==> config.mk <==
export PLATFORM = sky130hd
export DESIGN_NAME = shift_sequencer
export DESIGN_NICKNAME = d
export VERILOG_FILES = /design/src/rtl/shift_sequencer.sv
export SDC_FILE = /design/constraint.sdc
export NUM_CORES = 1
export LEC_CHECK = 0
export BUFFER_PORTS_ARGS = -buffer_cell sky130_fd_sc_hd__buf_2
export CORE_ASPECT_RATIO = 1.4
export CORE_MARGIN = 2
export CORE_UTILIZATION = 25
export DETAILED_ROUTE_END_ITERATION = 10
export PLACE_DENSITY_LB_ADDON = 0.05
export SKIP_LAST_GASP = 1
export SYNTH_ARGS = -nofsm -noshare
export SYNTH_HDL_FRONTEND = slang
export SYNTH_SLANG_ARGS = --single-unit
==> constraint.sdc <==
create_clock -name clk -period 3.2 [get_ports clk]
set_input_delay 0.32 -clock clk [delete_from_list [all_inputs] [get_ports clk]]
set_output_delay 0.32 -clock clk [all_outputs]
set_load 0.03 [all_outputs]
==> src/rtl/shift_sequencer.sv <==
// Multi-cycle shifter/rotator: one 1-bit step per clock over a byte or word,
// producing result plus CY/V/P/S/Z flags with per-flag write enables.
module shift_sequencer (
    input  logic        clk,
    input  logic        reset_n,
    input  logic        start,
    input  logic [2:0]  op,
    input  logic        size,
    input  logic [15:0] operand,
    input  logic [7:0]  count,
    input  logic        cy_in,
    output logic        ready,
    output logic        done,
    output logic [15:0] result,
    output logic [5:0]  flags,
    output logic [5:0]  flags_we
);

    typedef enum logic [1:0] {IDLE, SHIFT, DONE} state_t;

    state_t      state, state_nxt;
    logic        accept;
    logic [4:0]  n_in;
    logic [2:0]  op_r;
    logic        size_r;
    logic [15:0] val;
    logic        cy;
    logic [4:0]  n;
    logic        orig_msb;
    logic        msb_b;
    logic        ins;
    logic [15:0] step_val;
    logic        step_cy;
    logic        res_msb;
    logic        res_msb1;
    logic        v_flag;
    logic        z_flag;
    logic [5:0]  fin_flags;
    logic [5:0]  fin_we;
    logic        unused_count_bits;

    assign n_in              = count[4:0];
    assign unused_count_bits = ^count[7:5];
    assign ready             = (state == IDLE);
    assign done              = (state == DONE);

    always_ff @(posedge clk or negedge reset_n) begin
        if (!reset_n) state <= IDLE;
        else          state <= state_nxt;
    end

    always_comb begin
        state_nxt = state;
        accept    = 1'b0;
        case (state)
            IDLE: if (start) begin
                accept    = 1'b1;
                state_nxt = (n_in != 5'd0) ? SHIFT : DONE;
            end
            SHIFT:   if (n == 5'd1) state_nxt = DONE;
            DONE:    state_nxt = IDLE;
            default: state_nxt = IDLE;
        endcase
    end

    // One step: even opcodes move left, odd opcodes move right.
    always_comb begin
        msb_b = size_r ? val[15] : val[7];
        case (op_r)
            3'd0, 3'd7: ins = msb_b;
            3'd1:       ins = val[0];
            3'd2, 3'd3: ins = cy;
            default:    ins = 1'b0;
        endcase
        if (!op_r[0]) begin
            step_cy  = msb_b;
            step_val = size_r ? {val[14:0], ins} : {val[15:8], val[6:0], ins};
        end else begin
            step_cy  = val[0];
            step_val = size_r ? {ins, val[15:1]} : {val[15:8], ins, val[7:1]};
        end
    end

    // Flags from the final step, only used when n reaches zero.
    always_comb begin
        res_msb  = size_r ? step_val[15] : step_val[7];
        res_msb1 = size_r ? step_val[14] : step_val[6];
        case (op_r)
            3'd1, 3'd3: v_flag = res_msb ^ res_msb1;
            3'd5:       v_flag = orig_msb;
            3'd7:       v_flag = 1'b0;
            default:    v_flag = res_msb ^ step_cy;
        endcase
        z_flag    = size_r ? (step_val == 16'h0000) : (step_val[7:0] == 8'h00);
        fin_flags = {z_flag, res_msb, ~^step_val[7:0], v_flag, step_cy, 1'b0};
        fin_we    = op_r[2] ? 6'b111110 : 6'b000110;
    end

    always_ff @(posedge clk or negedge reset_n) begin
        if (!reset_n) begin
            op_r     <= 3'd0;
            size_r   <= 1'b0;
            val      <= 16'h0000;
            cy       <= 1'b0;
            n        <= 5'd0;
            orig_msb <= 1'b0;
            result   <= 16'h0000;
            flags    <= 6'd0;
            flags_we <= 6'd0;
        end else if (accept) begin
            op_r     <= op;
            size_r   <= size;
            val      <= operand;
            cy       <= cy_in;
            n        <= n_in;
            orig_msb <= size ? operand[15] : operand[7];
            if (n_in == 5'd0) begin
                result   <= operand;
                flags    <= 6'd0;
                flags_we <= 6'd0;
            end
        end else if (state == SHIFT) begin
            val <= step_val;
            cy  <= step_cy;
            n   <= n - 5'd1;
            if (n == 5'd1) begin
                result   <= step_val;
                flags    <= fin_flags;
                flags_we <= fin_we;
            end
        end
    end

endmodule

# Yosys cells after proc, flatten, opt, wreduce, memory -nomap -nowiden
# Cells that the tools add are included.
# W data, S select, Z words.
[word_totals]
output_inout_bits = 30
ff_bits = 57
[op_classes]
n_addsub = 1
n_reduce_logical = 14
n_bitwise = 2
n_mux = 35
n_eq_ne = 11
[ops]
columns = ["cell", "n"]
rows = [
  ["$mux W16", 9],
  ["$mux W6", 8],
  ["$logic_not A16 Y1", 1],
  ["$mux W1", 10],
  ["$mux W5", 2],
  ["$logic_not A8 Y1", 1],
  ["$reduce_xnor A8 Y1", 1],
  ["$eq A3 B2 Y1 const B", 2],
  ["$eq A3 B3 Y1 const B", 2],
  ["$mux W2", 3],
  ["$pmux W1 S3", 2],
  ["$reduce_or A2 Y1", 3],
  ["$eq A5 B1 Y1 const B", 1],
  ["$logic_not A5 Y1", 1],
  ["$reduce_bool A5 Y1", 1],
  ["$sub A5 B1 Y5 const B", 1],
  ["$ne A2 B2 Y1 const B", 2],
  ["$pmux W2 S2", 1],
  ["$reduce_bool A2 Y1", 2],
  ["$eq A3 B1 Y1 const B", 1],
  ["$logic_not A3 Y1", 1],
  ["$reduce_and A3 Y1", 1],
  ["$eq A2 B1 Y1 const B", 1],
  ["$eq A2 B2 Y1 const B", 1],
  ["other kinds (4)", 5],
]

# Depth between registers and ports, before layout
[logic_depth]
word_depth = 11
mapped_depth = 11
depth_no_buf = 8

# Worst setup path before layout
# OpenSTA, ideal clock, no wires.
[synth_timing]
path_type = "register to register"
startpoint = "register size_r"
endpoint = "register flags[5]"
synth_period_minus_slack_ns = 2.095
path_slack_ns = 1.105
stages_incl_launch_ff = 11
path_buffers = 3
setup_ns = 0.076
t_arrival_ns = 2.018
path_cell_list = "dfrtp_1 -> buf_4 -> buf_2 -> buf_2 -> a31oi_1 -> o211ai_1 -> nand2_1 -> ha_1 -> nand4_1 -> or4_1 -> o21ai_1"
[synth_between]
elab_chain_cells = 9
word_cells_on_any_way = 11
cone_classes = "9 x mux; 2 x reduce/logical"
[synth_lines]
columns = ["element", "line", "source"]
rows = [
  ["start: declaration", "25", "logic size_r;"],
  ["start signal: assignment", "112", "size_r <= size;"],
  ["$mux W1", "68", "msb_b = size_r ? val[15] : val[7];"],
  ["$pmux W1 S3", "69", "case (op_r)"],
  ["$mux W16 (on tied branches)", "77, 80", ""],
  ["$mux W16", "75", "if (!op_r[0]) begin"],
  ["$logic_not A16 Y1 or $logic_not A8 Y1 (tied branches)", "94", "z_flag = size_r ? (step_val == 16'h0000) : (step_val[7:0] == 8'h00);"],
  ["$mux W1 *", "94", ""],
  ["$mux W6 *", "126", "if (n == 5'd1) begin"],
  ["$mux W6 *", "122", "end else if (state == SHIFT) begin"],
  ["$mux W6 *", "110", "end else if (accept) begin"],
  ["end signal: assignment", "128", "flags <= fin_flags;"],
  ["end: declaration", "15", "output logic [5:0] flags,"],
]
# Mark *: on every way between the ends. The rest lies on a longest branch, timed or not. The select of a mux whose other input is x is not followed.
# A chain may end at the register's enable or synchronous reset.

# Worst setup path in the final report
[layout_timing]
startpoint = "register op_r[0]"
endpoint = "register flags[5]"
[layout_between]
elab_chain_cells = 10
word_cells_on_any_way = 17
cone_classes = "4 x eq/ne; 8 x mux; 5 x reduce/logical"
[layout_lines]
columns = ["element", "line", "source"]
rows = [
  ["start: declaration", "24", "logic [2:0] op_r;"],
  ["start signal: assignment", "111", "op_r <= op;"],
  ["$eq A3 B2 Y1 (tied with other cells)", "69", ""],
  ["$reduce_or A2 Y1", "69", ""],
  ["$pmux W1 S3", "69", ""],
  ["$mux W16 (on tied branches)", "77, 80", ""],
  ["$mux W16 *", "75", ""],
  ["$logic_not A16 Y1 or $logic_not A8 Y1 (tied branches)", "94", ""],
  ["$mux W1 *", "94", ""],
  ["$mux W6 *", "126", ""],
  ["$mux W6 *", "122", ""],
  ["$mux W6 *", "110", ""],
]
# Marks and branches as above.

==> reports/metrics.cfg <==
[outcome]
status=completed

[logic_synthesis]
ys.flop_type=sky130_fd_sc_hd__dfrtp_1
synth.ff_latch_count=52
synth.top_cell.area_share_pct=44.50
synth.cell_area_um2=2924
yosysWarnings=0
ys_seq_area_share_pct=44.50
synth.lib_cells_used.distinct=51
post_synthesis_cell_count=315
postSynth.asyncResetShare_pct=100.0
synth_edf_count=0
post_synth_main_area_contributors=sky130_fd_sc_hd__dfrtp_1 (45%), sky130_fd_sc_hd__mux2i_1 (7.9%), sky130_fd_sc_hd__nand2_1 (5.4%), sky130_fd_sc_hd__o21ai_0 (4.6%), sky130_fd_sc_hd__nand3_1 (2.7%)
yosys.area.top_type=sky130_fd_sc_hd__dfrtp_1
synth_area_per_cell_um2=9.283

[global_route]
global_route.overflow_total=0
grt_max_degree=46
grt_use_total_pct=14.89
first_global_vias=2701
global_route_wire_length_before_repair_um=14390
antenna_found_initial=0

[routing]
dr_total_vias=2483
vias_per_cell=4.897
detail_route.drc_violations=0
routed_wl_per_cell_um=17.07
totalWireLength_um=8652
detailedRoute.firstIterationViolations=84
antenna_violating_nets_left=0
detailedRoute.firstPassIterationCount=4

[finish]
fraction_of_final_layout_cells_sized_beyond_drive_strength_1_pct=22.87
regArea_um2=1301
nFillCells=1286
flow.area_growth_from_synthesis_pct=18.70
multiInputGateArea_um2=1456
final_net_count=403
antennaDiodeCount=0

[pwr]
fin_total_pwr_mw=4.208
irDropWorstVdd_mv=0.3751
cellPowerDensity_nw_per_um2=1212
power.static_leakage_nw=1.620

[worst_setup_path]
crit_path_end_kind=register
timing_worst_setup_path_type=reg -> reg
cp_data_arrival_time_ns=2.56
required_ns=3.42
timing.reg2reg.setup_slack_ns=0.86
worst_r2r_endpoint=flags[5]
r2r-start=op_r[0]
worst-r2r-cell-count=7
critical_path_peak_fanout=18
setup.worst_path.start_class=register

[floorplanning]
core-area_um2=11400
rows=46
dieHeight_um=132.0
dieArea_um2=12590
die_w_um=95.40
initial_standard_cell_utilization_of_the_core_pct=25.66
ioPinCount=62

[sta]
timing.fmax_ghz=0.4269
fin_tns_setup_ns=0
slew_headroom_pct=27.43
setup_viol=0
unrepaired_setup_endpoints_after_global_routing=no
final-max-slew-violation-count=0
timing.clock.skew_ns=0.005984
fin_crit_ns=2.342
final.setup.worst_slack_ns=0.8577
final-hold-violation-count=0
final.period_utilization_pct=73.20
worstMarginPinSlew_ns=1.089

[cts]
postCtsSetupBuffers=0
clk_root_buffer_cell=sky130_fd_sc_hd__clkbuf_16
numClockSinks=52
cts_max_level=2
tritoncts=yes
numCtsBuffers=5
cts-resized-gates=0
clk_transition_reported_paths_ns=0.07
worst_skew_pair.late_latency_ns=0.30
holdBufCountCts=0
largest_buffer_count_on_any_clock_path=2

[place]
numPortBuffers=56
dp_slack_ns=0.8592
place.gp.congestion=0.7445
half_perimeter_wire_length_after_placement_um=6169

[hold_path]
worstHoldPathType=in -> async

[flow_run]
drv.max_cap_violation_count=0

[layer usage]
metal / routed length (µm) / vias up / part of all wire (%) / GRT usage [%]
met5: 0 / - / 0 / 0
met4: 116 / 0 / 1.3 / 4.286
met3: 318 / 5 / 3.7 / 2.630
met2: 4517 / 53 / 52 / 26.45
met1: 3700 / 1220 / 43 / 18.05
li1: - / 1205 / - / -
[worst max-delay path by stage]
stage                  from        to  slack [ns]  cells past startpoint
finish              op_r[0]  flags[5]        0.86                      7
global route        op_r[0]  flags[5]        0.69                      7
CTS                 op_r[0]  flags[5]        0.83                      7
detailed placement  op_r[0]  flags[5]        0.86                      7
global placement    op_r[0]  flags[5]        0.84                      7
floorplan            size_r  flags[5]        1.11                     10
[area by class of cell]
cell class | count | share of cell area (%)
Clock buffer | 5 | 3.605
Inverter | 10 | 1.081
Multi-Input combinational cell | 228 | 41.96
Sequential cell | 52 | 37.49
Tap cell | 144 | 5.191
Timing Repair Buffer | 68 | 10.67
[worst max-delay path: stages (launching register included)]
cell                      delay [ns]
sky130_fd_sc_hd__dfrtp_1        0.82
sky130_fd_sc_hd__nand2_1        0.15
sky130_fd_sc_hd__o22a_1         0.23
sky130_fd_sc_hd__nand2_1        0.10
sky130_fd_sc_hd__ha_1           0.15
sky130_fd_sc_hd__nand4_1        0.13
sky130_fd_sc_hd__or4_1          0.54
sky130_fd_sc_hd__o21ai_1        0.14
[report_power, final]
part           switching [mW]  internal (mW)
clock network           0.241          0.278
registers               0.366          0.991
logic                    1.40          0.929
total                    2.01           2.20
[synth_stat cells (6+ instances only)]
cell type and n:
sky130_fd_sc_hd__ha_1 6, sky130_fd_sc_hd__buf_2 6, sky130_fd_sc_hd__inv_1 10, sky130_fd_sc_hd__nor3_1 7, sky130_fd_sc_hd__nand3_1 16, sky130_fd_sc_hd__buf_4 9
sky130_fd_sc_hd__mux2i_1 23, sky130_fd_sc_hd__a211oi_1 6, sky130_fd_sc_hd__o21ai_0 27, sky130_fd_sc_hd__a21oi_1 15, sky130_fd_sc_hd__nor2_1 20, sky130_fd_sc_hd__nand2_1 42
sky130_fd_sc_hd__clkbuf_1 11, sky130_fd_sc_hd__dfrtp_1 52
[registers in the layout, summed over array words and instances, names as in the netlist]
| signal | cells |
|---|---|
| result | 16 |
| val | 16 |
| flags | 5 |
| n | 5 |
| op_r | 3 |
| flags_we | 2 |
| state | 2 |
| cy | 1 |
| orig_msb | 1 |
| size_r | 1 |
[cells in the final DEF (no fill, tap or decap), drive strengths merged, types with 2 or more instances in the layout]
cell type  Yosys  routed
ha             6       6
a21o           3       3
conb           1       2
o211ai         5       5
or4            2       2
a211oi         6       6
nor3           7       7
o22ai          2       2
xnor2          4       4
o21ai         32      32
inv           10      10
nor4           2       2
clkbuf        11       5
o2bb2ai        2       2
nand3         16      16
nor2          20      20
mux2i         24      24
nor2b          4       4
a31oi          2       2
dfrtp         52      52
a21oi         15      15
nor4b          3       3
nand2b         2       2
o31ai          3       3
nand2         43      43
mux2           4       4
buf           15      68
[through the flow]
step / instance area [µm²] / util, % / cells / hold slack (ns)
after floorplan: 2928 / - / 316 / 0.02441
after global placement: 3346 / 29.36 / 502 / 0.4586
after detailed placement: 3346 / 29.36 / 502 / 0.4602
after CTS: 3471 / 30.46 / 507 / 0.2286
after global routing: 3471 / 30.46 / 507 / 0.2563
final: 3471 / 30.46 / 507 / 0.2264
[cells by family (layout without fill, tap and decap cells)]
group                      Yosys count  count (layout)  synth area share, %
and+or+nand+nor                    105             105                17.76
AOI/OAI and AO/OA                   82              82                17.63
DFF                                 52              52                44.50
buffers and inverters               36              83                6.033
muxes                               28              28                9.884
adders and majority gates            6               6                2.567
xor gates and xnor gates             5               5                1.498
other                                1               2               0.1282
No activity file was read; power rests on OpenSTA's default activity.
